--- src/rtl/pulse_pkg.sv ---
// pulse_pkg
//   Shared definitions for the pulse qualifier: the qualifier FSM state
//   encoding, kept here so that benches and assertion binds decode the
//   debug state port the same way the RTL does.
package pulse_pkg;

  // IDLE : debounced level low, input low
  // QHI  : input seen high, counting consecutive high samples
  // HIGH : debounced level high, measuring width
  // QLO  : input seen low while high, counting consecutive low samples
  typedef enum logic [1:0] {
    IDLE = 2'd0,
    QHI  = 2'd1,
    HIGH = 2'd2,
    QLO  = 2'd3
  } state_t;

endpackage

--- src/rtl/pulse_qualifier_sync_bits.sv ---
// sync_bits
//   SYNC-stage single-bit synchronizer for an asynchronous level entering
//   the clk_i domain. All stages reset asynchronously to 0.
// Ports:
//   clk_i  clock
//   rst_i  asynchronous active-high reset
//   d      asynchronous input level
//   q      synchronized level (last stage)
module sync_bits #(
  parameter int SYNC = 2
) (
  input  logic clk_i,
  input  logic rst_i,
  input  logic d,
  output logic q
);

  logic [SYNC-1:0] ff;

  always_ff @(posedge clk_i or posedge rst_i) begin
    if (rst_i) begin
      ff <= '0;
    end else begin
      ff <= {ff[SYNC-2:0], d};
    end
  end

  assign q = ff[SYNC-1];

endmodule

--- src/rtl/pulse_qualifier.sv ---
// pulse_qualifier
//   Recovers clean single-cycle events from an asynchronous, stretched or
//   noisy level. The input is synchronized, then each edge must be seen on
//   2^BIT consecutive samples before it is accepted. Emits a one-cycle rise
//   pulse, a one-cycle fall pulse, the debounced level, and the number of
//   cycles the debounced level was high for the last accepted pulse.
// Parameters:
//   BIT    qualification time is 2^BIT consecutive samples (0 = one sample)
//   SYNC   synchronizer depth (>= 2)
//   WBITS  width of the measured-width output
// Ports:
//   clk_i      clock
//   rst_i      asynchronous active-high reset
//   i          raw input level
//   o          one-cycle pulse on each accepted assertion of i
//   fo         one-cycle pulse on each accepted deassertion of i
//   lvl        debounced level
//   wid_o      cycles lvl was high during the last pulse, updated with fo
//   state_dbg  current FSM state (pulse_pkg::state_t encoding)
module pulse_qualifier
  import pulse_pkg::*;
#(
  parameter int BIT   = 5,
  parameter int SYNC  = 2,
  parameter int WBITS = 16
) (
  input  logic             clk_i,
  input  logic             rst_i,
  input  logic             i,
  output logic             o,
  output logic             fo,
  output logic             lvl,
  output logic [WBITS-1:0] wid_o,
  output logic [1:0]       state_dbg
);

  localparam int unsigned    QMAX_I = (2 ** BIT) - 1;
  localparam logic [BIT:0]   QMAX   = (BIT+1)'(QMAX_I);
  localparam logic [BIT:0]   QONE   = (BIT+1)'(1);
  localparam logic [WBITS-1:0] WONE = WBITS'(1);

  logic             si;
  state_t           state;
  logic [BIT:0]     qc;
  logic [WBITS-1:0] wc;
  logic [WBITS-1:0] wc_inc;

  sync_bits #(
    .SYNC (SYNC)
  ) u_sync (
    .clk_i (clk_i),
    .rst_i (rst_i),
    .d     (i),
    .q     (si)
  );

  // Width counter sticks at all-ones instead of wrapping.
  assign wc_inc = (&wc) ? wc : wc + WONE;

  assign state_dbg = state;

  always_ff @(posedge clk_i or posedge rst_i) begin
    if (rst_i) begin
      state <= IDLE;
      qc    <= '0;
      wc    <= '0;
      o     <= 1'b0;
      fo    <= 1'b0;
      lvl   <= 1'b0;
      wid_o <= '0;
    end else begin
      o  <= 1'b0;
      fo <= 1'b0;
      unique case (state)
        IDLE: begin
          if (si) begin
            if (BIT == 0) begin
              // A single sample qualifies: accept right away.
              state <= HIGH;
              o     <= 1'b1;
              lvl   <= 1'b1;
              wc    <= WONE;
            end else begin
              state <= QHI;
              qc    <= QONE;
            end
          end
        end
        QHI: begin
          if (!si) begin
            state <= IDLE;
          end else if (qc == QMAX) begin
            state <= HIGH;
            o     <= 1'b1;
            lvl   <= 1'b1;
            wc    <= WONE;
          end else begin
            qc <= qc + QONE;
          end
        end
        HIGH: begin
          if (si) begin
            wc <= wc_inc;
          end else if (BIT == 0) begin
            state <= IDLE;
            fo    <= 1'b1;
            lvl   <= 1'b0;
            wid_o <= wc;
          end else begin
            state <= QLO;
            qc    <= QONE;
            wc    <= wc_inc;
          end
        end
        QLO: begin
          if (si) begin
            // Short dropout: still the same pulse, keep measuring.
            state <= HIGH;
            wc    <= wc_inc;
          end else if (qc == QMAX) begin
            // The release cycle itself is not counted: lvl drops here.
            state <= IDLE;
            fo    <= 1'b1;
            lvl   <= 1'b0;
            wid_o <= wc;
          end else begin
            qc <= qc + QONE;
            wc <= wc_inc;
          end
        end
        default: state <= IDLE;
      endcase
    end
  end

endmodule

--- config.mk ---
export PLATFORM = sky130hd
export DESIGN_NAME = pulse_qualifier
export DESIGN_NICKNAME = d
export VERILOG_FILES = /design/src/rtl/pulse_pkg.sv /design/src/rtl/pulse_qualifier_sync_bits.sv /design/src/rtl/pulse_qualifier.sv
export SDC_FILE = /design/constraint.sdc
export NUM_CORES = 1
export LEC_CHECK = 0
export CORE_ASPECT_RATIO = 1.75
export CORE_MARGIN = 4
export CORE_UTILIZATION = 55
export CTS_CLUSTER_DIAMETER = 150
export DETAILED_ROUTE_END_ITERATION = 8
export PLACE_DENSITY = 0.86
export SYNTH_ARGS = -nofsm -noshare
export SYNTH_HDL_FRONTEND = slang
export SYNTH_SLANG_ARGS = --single-unit
--- constraint.sdc ---
create_clock -name clk_i -period 3.3 [get_ports clk_i]
set_input_delay 0.99 -clock clk_i [delete_from_list [all_inputs] [get_ports clk_i]]
set_output_delay 0.99 -clock clk_i [all_outputs]
set_load 0.01 [all_outputs]
# After elaboration in Yosys (flattened, before gate mapping)
# Index checks and enable logic that the tools add are counted.
[classes]
add_sub_neg = 2
n_eq_ne = 13
n_mux = 29
n_bitwise = 1
n_reduce_logical = 9
[op_table]
columns = ["operator", "n"]
rows = [
  ["$mux 16", 5],
  ["$pmux 16 s3", 1],
  ["$mux 6", 5],
  ["$pmux 6 s4", 1],
  ["$add 16x1->16 const B", 1],
  ["$reduce_and 16->1", 1],
  ["$mux 2", 6],
  ["$reduce_and 4->1", 3],
  ["$mux 1", 9],
  ["$ne 2x2->1 const B", 4],
  ["$pmux 2 s4", 1],
  ["$add 6x1->6 const B", 1],
  ["$eq 6x5->1 const B", 1],
  ["$ne 3x2->1 const B", 2],
  ["$reduce_and 5->1", 1],
  ["$eq 2x2->1 const B", 2],
  ["$ne 2x1->1 const B", 2],
  ["$ne 3x3->1 const B", 1],
  ["$reduce_and 3->1", 1],
  ["$reduce_bool 3->1", 1],
  ["$eq 2x1->1 const B", 1],
  ["$logic_not 2->1", 1],
  ["$pmux 1 s2", 1],
  ["$reduce_bool 2->1", 1],
  ["$not 1->1", 1],
]
[word_totals]
register_bits = 45
inputBits = 3
output_inout_bits = 21

# Logic depth before layout (Yosys ltp)
# Gate-level depths: netlist of run 1.
[logic_depth]
word_depth = 5
depth_mapped = 8

# Modules after synthesis
# A second synthesis of run 1 with hierarchy kept.
[hier_totals]
cells_unflattened = 210
hier_area_um2 = 2182.1
[by_module_without_submodules]
columns = ["mod", "n_inst", "cells_each", "area_per_inst_um2", "seq_area_each_um2"]
rows = [
  ["pulse_qualifier", 1, 207, 2128.3, 1076.0],
  ["sync_bits", 1, 3, 53.8, 50.0],
]

# Worst setup path before layout of run 1
# OpenSTA, ideal clock, no wires.
[synth_timing]
kind = "reg2reg"
start = "reg qc[0]"
end = "reg wid_o[0]"
arrival_time_ns = 1.827
required_ns = 3.175
setup_slack_ns = 1.348
stages_incl_launch_ff = 7
period_less_slack_ns = 1.952
path_cell_list = "dfrtp_1 ha_1 and4_4 and3_4 nor3b_4 buf_6 mux2_4"
[synth_between]
elab_chain_len = 2
[synth_rtl]
columns = ["element", "line", "rtl"]
rows = [
  ["start: declaration", "pulse_qualifier.sv:44", "logic [BIT:0] qc;"],
  ["start signal: assignment", "pulse_qualifier.sv:98", "qc <= qc + QONE;"],
  ["start signal: assignment", "pulse_qualifier.sv:127", "qc <= qc + QONE;"],
  ["$eq 6x5->1", "pulse_qualifier.sv:120", "end else if (qc == QMAX) begin"],
  ["$reduce_and 3->1 (no source line)", "n/a", ""],
  ["end signal: assignment", "pulse_qualifier.sv:108", "wid_o <= wc;"],
  ["end signal: assignment", "pulse_qualifier.sv:125", "wid_o <= wc;"],
  ["end: declaration", "pulse_qualifier.sv:33", "output logic [WBITS-1:0] wid_o,"],
]
# No other way between the ends.
# A chain may end at the register's enable or synchronous reset.

# Final worst setup path of run 1
[layout_timing]
start = "reg state[0], in the netlist state_dbg[0]"
end = "out state_dbg[0]"
[layout_rtl]
columns = ["element", "line", "rtl"]
rows = [
  ["start: declaration", "pulse_qualifier.sv:43", "state_t state;"],
  ["start signal: assignment", "pulse_qualifier.sv:64", "state <= IDLE;"],
  ["start signal: assignment", "pulse_qualifier.sv:79", "state <= HIGH;"],
  ["start signal: assignment", "pulse_qualifier.sv:84", "state <= QHI;"],
  ["end: declaration", "pulse_qualifier.sv:34", "output logic [1:0] state_dbg"],
]
# No word-level cell between the ends.

==> results of run 1 <==
[final timing paths]
kind                                end
max                        state_dbg[0]
min                        u_sync.ff[1]
max reg2reg                       wc[0]
min reg2reg                u_sync.ff[1]
max in group asynchronous         wc[8]
min in group asynchronous           lvl
[cells by family (layout without fill, tap and decap cells)]
logic type                 count (synthesis)  after routing  share of synthesized area, %
AOI/OAI and AO/OA                         23             23                          8.30
xor gates and xnor gates                   4              4                          1.59
adders and majority gates                  2              2                          1.14
buffers and inverters                     13             37                          3.52
DFF                                       45             45                          51.1
muxes                                     18             18                          10.7
and+or+nand+nor                           92             92                          23.6
[metal layers]
| metal | track usage [%] | vias up | share of wire (%) |
|---|---|---|---|
| met1 | 20.2 | 791 | 39 |
| met2 | 33.5 | 32 | 55 |
| li1 | - | 760 | - |
| met5 | 0 | - | 0 |
| met3 | 4.08 | 7 | 3.9 |
| met4 | 8.32 | 0 | 1.9 |
[layout make-up]
class                      count  area, um^2
clock buffer                   5        68.8
clock inverter                 3        65.1
sequential                    45        1130
multi-input combinational    139         998
inverter                       3        11.3
fill                         307        1270
tap                           48        60.1
timing repair buffer          26         265
[Yosys cell counts, drive strengths merged]
cell	instances	share of area, %
a311o	1	0.45
nor2	12	2.0
buf	8	2.7
a22o	3	1.2
xor2	1	0.40
or4	5	1.7
o21ai	3	0.68
a21bo	1	0.45
and2	1	0.28
and3	5	1.6
a31oi	1	0.28
nand2b	1	0.28
mux2	18	11
a211o	2	0.80
a41oi	1	0.40
o32ai	1	1.3
or3	1	0.28
nand2	21	3.6
o211ai	2	0.68
a21oi	6	1.4
inv	3	0.51
o31ai	1	0.34
nor4b	1	0.40
o311ai	1	0.40
nor4	3	0.85
nand4	5	2.1
and4	3	1.4
or2	3	0.85
nand4b	2	0.80
clkbuf	2	0.34
nor3b	2	1.2
nor3	6	1.4
nand3	21	4.8
xnor2	3	1.2
ha	2	1.1
dfrtp	45	51
[report_power, final]
| group | total [mW] | internal (mW) | leakage (nW) | switching (mW) |
|---|---|---|---|---|
| clock | 0.486 | 0.301 | 0.0681 | 0.186 |
| combinational | 0.0410 | 0.0178 | 0.461 | 0.0232 |
| sequential | 0.573 | 0.560 | 0.616 | 0.0124 |
[state kept, by name, summed over array words and instances, names as in the netlist, named ones only]
| register | count |
|---|---|
| o | 1 |
| u_sync.ff | 2 |
| wid_o | 16 |
| state_dbg | 1 |
| qc | 6 |
| wc | 16 |
| fo | 1 |
| lvl | 1 |
[metrics by stage]
step / worst slack [ns] / util, % / hold slack, ns / instances / total power [mW]
2_1_floorplan: 1.25 / - / 0.331 / 197 / 0.609
3_3_place_gp: 1.06 / 63.7 / 0.334 / 261 / 0.623
3_5_place_dp: 0.991 / 63.7 / 0.337 / 261 / 0.626
4_1_cts: 0.877 / 67.1 / 0.356 / 269 / 1.11
5_1_grt: 0.807 / 67.1 / 0.364 / 269 / 1.14
6_report: 0.884 / 67.1 / 0.353 / 269 / 1.10
==> summary.md, run 1 <==
| Metric | Value |
|---|---|
| Die H | `between 90 and 100 um` |
| Critical path origin | `state_dbg[0]` |
| Worst hold path depth | `0` |
| Hold path start | `u_sync.ff[0]` |
| Worst EP arrival | `roughly 1.4 ns` |
| Initial antenna violation count | `0` |
| WS Path Type | `reg -> out` |
| Final count of negative-setup-slack endpoints | `0` |
| Worst relative slew slack | `between 40 and 50%` |
| Io pins | `24` |
| Clk Latency, worst-skew pair | `about 0.3 ns` |
| Most frequent cells in the layout | `45 x dfrtp_1, 23 x clkdlybuf4s50_1, 21 x nand3_1, 21 x nand2_1, 12 x nor2_1` |
| Critical Path Stages | `1` |
| Commonest non-fill, non-tap cell in the layout | `dfrtp_1` |
| Vias | `1590` |
| CP peak stage delay | `around 0.60 ns` |
| Port Buffer Count | `23` |
| Area Growth Syn to Fin | `17.8%` |
| Synthesized flop and latch total | `45` |
| P_leak | `roughly 1.1 nW` |
| Max Cap Viol | `0` |
| Max frequency | `414 MHz` |
| Syn Nets | `around 200` |
| Critical Path Start Type | `register` |
| R2R depth | `5` |
| Crit path time final | `2.42 ns` |
| CTS buffer count | `5` |
| Post-DP HPWL | `roughly 3100 um` |
| Skew final | `around 0.0035 ns` |
| Post-synthesis cell area | `between 2000 and 2500 um^2` |
| CTS max path bufs | `2` |
| Vias in the first global route | `roughly 1600` |
| Die X | `55.8 um` |
| Ant diodes | `0` |
| Vias per cell | `between 5 and 6` |
| Post-route cell area | `2590 um^2` |
| Avg WL per Cell | `about 16 um` |
| Status | `complete, no violations` |
| Postcts setup bufs | `0` |
| Worst-path clk slew | `around 0.080 ns` |
| Crit end category | `output port` |
| CTS HTree Levels | `2` |
| Row Count | `30` |
| Distinct cell type count after synthesis | `between 40 and 50` |
| Worst Hold Class | `reg -> reg` |
| DR pass1 iterations | `4` |
| Layout Nets | `~230` |
| Setup tns final | `0 ns` |
| Fin. max-slew vios | `0` |
| Synth Instances | `just under 200` |
| Initial Utilization | `57.0%` |
| Pin count of the biggest net entering global routing | `25` |
| First-pass GRT wire length | `between 7000 and 8000 um` |
| Crit path max-delay family | `buffers and inverters` |
| Reg2reg start | `wc[0]` |
| RSZ-0062 raised after global routing | `false` |
| IR drop worst, VDD | `approximately 0.44 mV` |
| Die area | `5120 um^2` |
| # DRC | `0` |
| Slowest CP cell | `clkdlybuf4s50_1` |
| Final Hold Viols | `0` |
| R2r setup slk | `roughly 0.95 ns` |
| Hold_buf cts | `0` |
| Total track usage | `about 18%` |
| Slew @ Worst Pin | `roughly 0.83 ns` |
| Yosys Warn Count | `0` |
| Dpl cell area | `2460 um^2` |
| Fin crit share | `between 70% and 80%` |
| CP bufs+invs | `1` |
| CP Data Required Time | `2.31 ns` |
| Gpl congestion | `just over 0.9` |
| Syn avg cell area | `approximately 11 um^2` |
| GR Overflow Total | `0` |
| CP max FO | `10` |
| Seq/Total Area, Yosys | `51.1%` |
| DRT iter0 DRCs | `33` |
| # clock sinks | `45` |
| Post-CTS Resized | `0` |
| Crit path cell chain | `clkdlybuf4s50_1` |
| Core area | `3870 um^2` |
| Share of cells above drive strength 1 | `approximately 17%` |
| TritonCTS clock tree | `built` |
| Final wirelength | `between 4000 and 5000 um` |
| Detail Route Antenna Nets | `0` |
| Cell area power density | `between 400 and 500 nW/um^2` |
| CTS root buffer | `clkbuf_8` |
Note: power is estimated with default switching activity, not from simulation.
==> run 2, diff against run 1 <==
- CORE_UTILIZATION: 55 -> 50
- PLACE_DENSITY: 0.86 -> 0.83
- clock period: 3.3 -> 2 ns (I/O delays scaled with it)
==> run 2 against run 1 <==
Global-route usage rose by 0.78 points. Critical path depth rose by 6. Sequential cell count did not move. Critical endpoint is now wc[3]. Count of clock-buffer cells in the layout rose by 1. Clock skew rose by 0.0014 ns. Non-clock buffer count rose by 28. Worst setup slack got worse by 0.84 ns. Core utilization fell by 0.63 points. Cell area rose by 7.3%. Via count rose by 11%.
==> summary.md, run 2 (synthesis results as in run 1) <==
| Metric | Value |
|---|---|
| Cell area power density | `around 560 nW/um^2` |
| Avg WL per Cell | `roughly 16 um` |
| Port Buffer Count | `23` |
| Core area | `about 4200 um^2` |
| CTS max path bufs | `2` |
| CTS root buffer | `clkbuf_8` |
| Ant diodes | `0` |
| Post-route cell area | `about 2800 um^2` |
| Vias | `1761` |
| Worst EP arrival | `between 2 and 2.5 ns` |
| Combinational power share | `between 5 and 6%` |
| Sequential share of power | `60.8%` |
| Layout Nets | `between 200 and 300` |
| Fin. max-slew vios | `0` |
| Pin count of the biggest net entering global routing | `46` |
| Worst Hold Class | `reg -> reg` |
| Final count of negative-setup-slack endpoints | `0` |
| Worst-path clk slew | `approximately 0.080 ns` |
| Clk network pwr share | `34.0%` |
| GR Overflow Total | `0` |
| Largest registers | `wc (16), wid_o (16), qc (6)` |
| Dpl cell area | `around 2700 um^2` |
| Slew @ Worst Pin | `0.550 ns` |
| Critical Path Start Type | `register` |
| Die H | `roughly 96 um` |
| CP Data Required Time | `roughly 2.2 ns` |
| Clk Latency, worst-skew pair | `between 0.2 and 0.3 ns` |
| Sw Pwr | `between 300 and 400 uW` |
| Worst relative slew slack | `63.3%` |
| Skew final | `0.00494 ns` |
| IR drop worst, VDD | `between 0.4 and 0.5 mV` |
| P_leak | `~1.3 nW` |
| DR pass1 iterations | `4` |
| Most frequent cells in the layout | `44 x dfrtp_1, 30 x buf_4, 23 x clkdlybuf4s50_1` |
| Initial Utilization | `a little over half` |
| Max Cap Viol | `0` |
| Status | `complete, no violations` |
| First-pass GRT wire length | `a little over 8000 um` |
| Share of cells above drive strength 1 | `between 20 and 30%` |
| Setup tns final | `0 ns` |
| Final wirelength | `~4800 um` |
| Final Hold Viols | `0` |
| Sequential cell area | `between 1000 and 1500 um^2` |
| Total track usage | `between 10% and 20%` |
| Commonest non-fill, non-tap cell in the layout | `dfrtp_1` |
| Fin crit share | `between 90% and 100%` |
| Die X | `roughly 58 um` |
| TritonCTS clock tree | `built` |
| CTS HTree Levels | `2` |
| Detail Route Antenna Nets | `0` |
| Vias per cell | `a little under 6` |
| DRT iter0 DRCs | `between 90 and 100` |
| Power, Total | `1.55 mW` |
| CP max FO | `8` |
| WHS | `between 0.3 and 0.4 ns` |
| Io pins | `24` |
| RSZ-0062 raised after global routing | `true` |
| Vias in the first global route | `about 1800` |
| Initial antenna violation count | `0` |
| # clock sinks | `45` |
| Layout fillers | `between 300 and 400` |
| Sw frac | `between 20 and 25%` |
| Setup WS pre-CTS | `-0.0419 ns` |
| Row Count | `31` |
| Pint | `between 1 and 1.5 mW` |
| WS Path Type | `reg -> reg` |
| Area Growth Syn to Fin | `26.5%` |
| Max frequency | `about 510 MHz` |
| Setup WS post-layout | `about 0.048 ns` |
| Multi-input gate area | `1030 um^2` |
| CTS buffer count | `5` |
| Gpl congestion | `approximately 0.85` |
| Crit end category | `register` |
| # DRC | `0` |
| Die area | `between 5000 and 6000 um^2` |
| Post-DP HPWL | `roughly 3300 um` |
| Crit path time final | `about 2 ns` |
==> run 2: changes by cell type in the layout (fill, tap and decap cells not counted), sizes merged <==
cell	delta
buf	+28
bufinv	-2
o32ai	+1
clkbuf	+1
clkinv	+1
==> run 2: final timing paths <==
| path | start | end | slack (ns) | depth (start not counted) |
|---|---|---|---|---|
| setup / recovery | qc[0] | wc[3] | 0.05 | 7 |
| hold / removal | u_sync.ff[0] | u_sync.ff[1] | 0.35 | 0 |
| setup reg to reg | qc[0] | wc[3] | 0.05 | 7 |
| hold reg to reg | u_sync.ff[0] | u_sync.ff[1] | 0.35 | 0 |
| max in group asynchronous | rst_i | state_dbg[0] | 1.13 | 3 |
| min in group asynchronous | rst_i | o | 0.64 | 3 |
==> run 2: timing repair <==
item	in CTS	in global routing
buffers inserted	0	3
hold buffers	0	0
resized for setup	1	5
endpoints found under the setup margin	6	18
pin swaps	1	1
gates cloned	0	1
==> run 2: layer usage <==
metal	up-vias	global-route usage (%)	part of all wire, %
met5	-	0	0
met4	0	10.4	3.4
met3	15	2.82	3.5
met2	62	34.2	54
met1	861	21.8	39
li1	823	-	-
==> run 2: worst max-delay path: stages (launching register included) <==
cell and delay, ns:
dfrtp_1 0.39, ha_2 0.20, and4_4 0.17, a31oi_2 0.29
o32ai_4 0.19, buf_4 0.17, or4_1 0.39, nand3_1 0.09
==> run 2: power groups by stage <==
stage	clock network [mW]	registers, mW	logic, mW
after floorplan	0	0.954	0.0506
after global placement	0	0.960	0.0718
after CTS	0.546	0.942	0.0745
after global routing	0.582	0.945	0.0914
final	0.527	0.942	0.0792
after detailed placement	0	0.960	0.0740
==> run 2: cell type report <==
| cell class | instances | area share [%] |
|---|---|---|
| flip-flops and latches | 45 | 40.5 |
| clock inverters | 2 | 0.359 |
| clock buffers | 6 | 2.61 |
| repair buffers | 54 | 17.1 |
| well taps | 49 | 2.20 |
| multi-input cells | 140 | 36.9 |
| inverters | 3 | 0.404 |
==> run 2: per-stage QoR <==
step           cells  util [%]
6_report         299      66.5
3_5_place_dp     287      63.3
2_1_floorplan    197         -
5_1_grt          299      66.5
4_1_cts          295      65.3
3_3_place_gp     287      63.3
==> run 3, diff against run 2 <==
- ABC_AREA: unset -> 0
- ABC_CLOCK_PERIOD_IN_PS: unset -> 2000
- SETUP_SLACK_MARGIN: unset -> 0.2
==> run 3 against run 2 <==
The flow now finishes with violations (DRC). Core utilization is 7.5 points higher. Cell count is 6.0% higher. Sequential cell count stayed put. Register-to-register slack hardly changed. Total power is 10% higher. Critical path type unchanged. Sequential power hardly changed. Cell area is 11% higher. Highest routed layer unchanged. Maximum frequency is 0.33% higher. Combinational power is 33% higher. Clock power is 26% higher.
==> summary.md, run 3 (synthesis results as in run 1) <==
| Metric | Value |
|---|---|
| RSZ-0062 raised after global routing | `true` |
| Gpl congestion | `roughly 0.86` |
| Worst-path clk slew | `about 0.08 ns` |
| Pin count of the biggest net entering global routing | `17` |
| IR drop worst, VDD | `0.545 mV` |
| Power, Total | `about 1.7 mW` |
| DRT iter0 DRCs | `96` |
| Setup WS post-layout | `between 0.05 and 0.06 ns` |
| GRT met2 Usage | `about two fifths` |
| Critical Path Start Type | `register` |
| Sequential share of power | `55.1%` |
| Worst hold path depth | `0` |
| Post-DP HPWL | `3580 um` |
| Fin. max-slew vios | `0` |
| Sw Pwr | `roughly 370 uW` |
| Worst EP arrival | `between 2 and 2.5 ns` |
| Area Growth Syn to Fin | `40.7%` |
| Final count of negative-setup-slack endpoints | `0` |
| Die H | `between 90 and 100 um` |
| Vias in the first global route | `about 2000` |
| Dpl cell area | `2710 um^2` |
| Fin crit share | `97.3%` |
| Max Cap Viol | `0` |
| Crit path cell chain | `ha_2 > and4_4 > and3_4 > nor3b_4 > buf_6 > buf_12 > mux2_4` |
| Hold path start | `u_sync.ff[0]` |
| Placed Cells | `290` |
| Final wirelength | `a little under 6000 um` |
| Fin cells | `between 300 and 400` |
| Crit end category | `register` |
| Sequential cell area | `between 1000 and 1500 um^2` |
| Clk Latency, worst-skew pair | `roughly 0.30 ns` |
| Max frequency | `~500 MHz` |
| Setup tns final | `0 ns` |
| Met1 Use GR | `a little under a quarter` |
| Io pins | `24` |
| # DRC | `2` |
| Skew final | `just over 0.008 ns` |
| Crit path time final | `a little under 2 ns` |
| Initial antenna violation count | `0` |
| Slew @ Worst Pin | `roughly 0.65 ns` |
| Met3 GRT Util | `under 10%` |
| Row Count | `31` |
| # clock sinks | `45` |
| CP peak stage delay | `0.38 ns` |
| Worst relative slew slack | `between 50% and 60%` |
| First-pass GRT wire length | `9490 um` |
| DR pass1 iterations | `6` |
| GR Overflow Total | `0` |
| Most used routing layer | `met2` |
| Setup WS pre-CTS | `-0.0466 ns` |
| Avg WL per Cell | `approximately 19 um` |
| Commonest non-fill, non-tap cell in the layout | `dfrtp_1` |
| Layout Nets | `between 200 and 300` |
| Pint | `1.34 mW` |
| Post-route cell area | `slightly above 3000 um^2` |
| WHS Endpoint | `u_sync.ff[1]` |
| P_leak | `roughly 1.6 nW` |
| Reg2reg start | `qc[1]` |
| TritonCTS clock tree | `built` |
| Core area | `roughly 4200 um^2` |
| CTS max path bufs | `2` |
| CTS buffer count | `5` |
| Clk network pwr share | `around 39%` |
| Slowest CP cell | `dfrtp_1` |
| Largest registers | `wc (16), wid_o (16), qc (6)` |
| Combinational power share | `6.1%` |
| Failing checks | `DRC` |
| Die X | `around 58 um` |
| Worst Hold Class | `reg -> reg` |
| Detail Route Antenna Nets | `0` |
| WS Path Type | `reg -> reg` |
| Vias per cell | `a little over 6` |
| Total track usage | `between 20% and 30%` |
| CTS HTree Levels | `2` |
| Initial Utilization | `between 50% and 60%` |
| Vias | `between 1500 and 2000` |
| FF-to-FF End | `wid_o[13]` |
| Final Hold Viols | `0` |
| WHS | `around 0.35 ns` |
| Ant diodes | `0` |
| Multi-input gate area | `1090 um^2` |
| Cell area power density | `552 nW/um^2` |
| Hold_buf cts | `0` |
| R2R depth | `7` |
| Sw frac | `between 20 and 25%` |
| R2r setup slk | `between 0.05 and 0.06 ns` |
| Fin util | `74.0%` |
| CP max FO | `7` |
| Share of cells above drive strength 1 | `36.2%` |
| Layout fillers | `274` |
| Port Buffer Count | `23` |
| Status | `finished, violations left` |
| Most frequent cells in the layout | `43 x dfrtp_1, 40 x buf_4, 21 x nand2_1` |
| Die area | `around 5600 um^2` |
| CTS root buffer | `clkbuf_8` |
| CP Data Required Time | `2.19 ns` |
run 3: changes by cell type in the layout (fill, tap and decap cells not counted), sizes merged:
cell | before | now
buf | 31 | 50
clkdlybuf4s50 | 23 | 4
dlymetal6s2s | 0 | 10
dlygate4sd2 | 0 | 9
bufinv | 0 | 1
clkbuf | 6 | 5
clkinv | 3 | 2
run 3: critical path, delay by kind of cell (launching register included):
family | cells | cell delay, ns
flops | 1 | 0.38
simple gates | 3 | 0.70
buf+inv | 2 | 0.27
mux | 1 | 0.30
fa+ha+maj | 1 | 0.19
run 3: repair_timing:
| action | in CTS | in global routing |
|---|---|---|
| cloned | 2 | 0 |
| buffers inserted | 13 | 5 |
| resized for setup | 25 | 20 |
| pin swaps | 7 | 2 |
| endpoints found under the setup margin | 41 | 45 |
run 3: worst max-delay path by stage:
stage / startpoint / end / slack (ns) / cells after the start
after floorplan: qc[0] / wid_o[0] / 0.05 / 6
after global placement: wc[1] / wc[0] / -0.0002 / 6
after detailed placement: wc[1] / wc[0] / -0.05 / 6
after CTS: qc[1] / wc[7] / 0.12 / 7
after global routing: qc[1] / wid_o[13] / 0.008 / 7
final: qc[1] / wid_o[13] / 0.05 / 7
run 3: per-layer routing:
metal,part of all wire (%),vias to the layer above
met5,0,-
met4,3.3,0
met3,3.9,20
met2,57,65
met1,36,982
li1,-,870
run 3: layout make-up:
cell class              count  share of cell area [%]
flip-flops and latches     45                    36.4
multi-input cells         140                    35.3
repair buffers             73                    22.6
clock buffers               5                    2.22
well taps                  49                    1.98
clock inverters             2                    1.13
inverters                   3                   0.363
run 3: power by group through the flow:
stage / Clock, mW / Combinational, mW / Sequential (mW)
2_1_floorplan: 0 / 0.0507 / 0.954
4_1_cts: 0.678 / 0.0937 / 0.940
6_report: 0.663 / 0.105 / 0.942
3_3_place_gp: 0 / 0.0767 / 0.959
5_1_grt: 0.712 / 0.118 / 0.943
3_5_place_dp: 0 / 0.0788 / 0.960
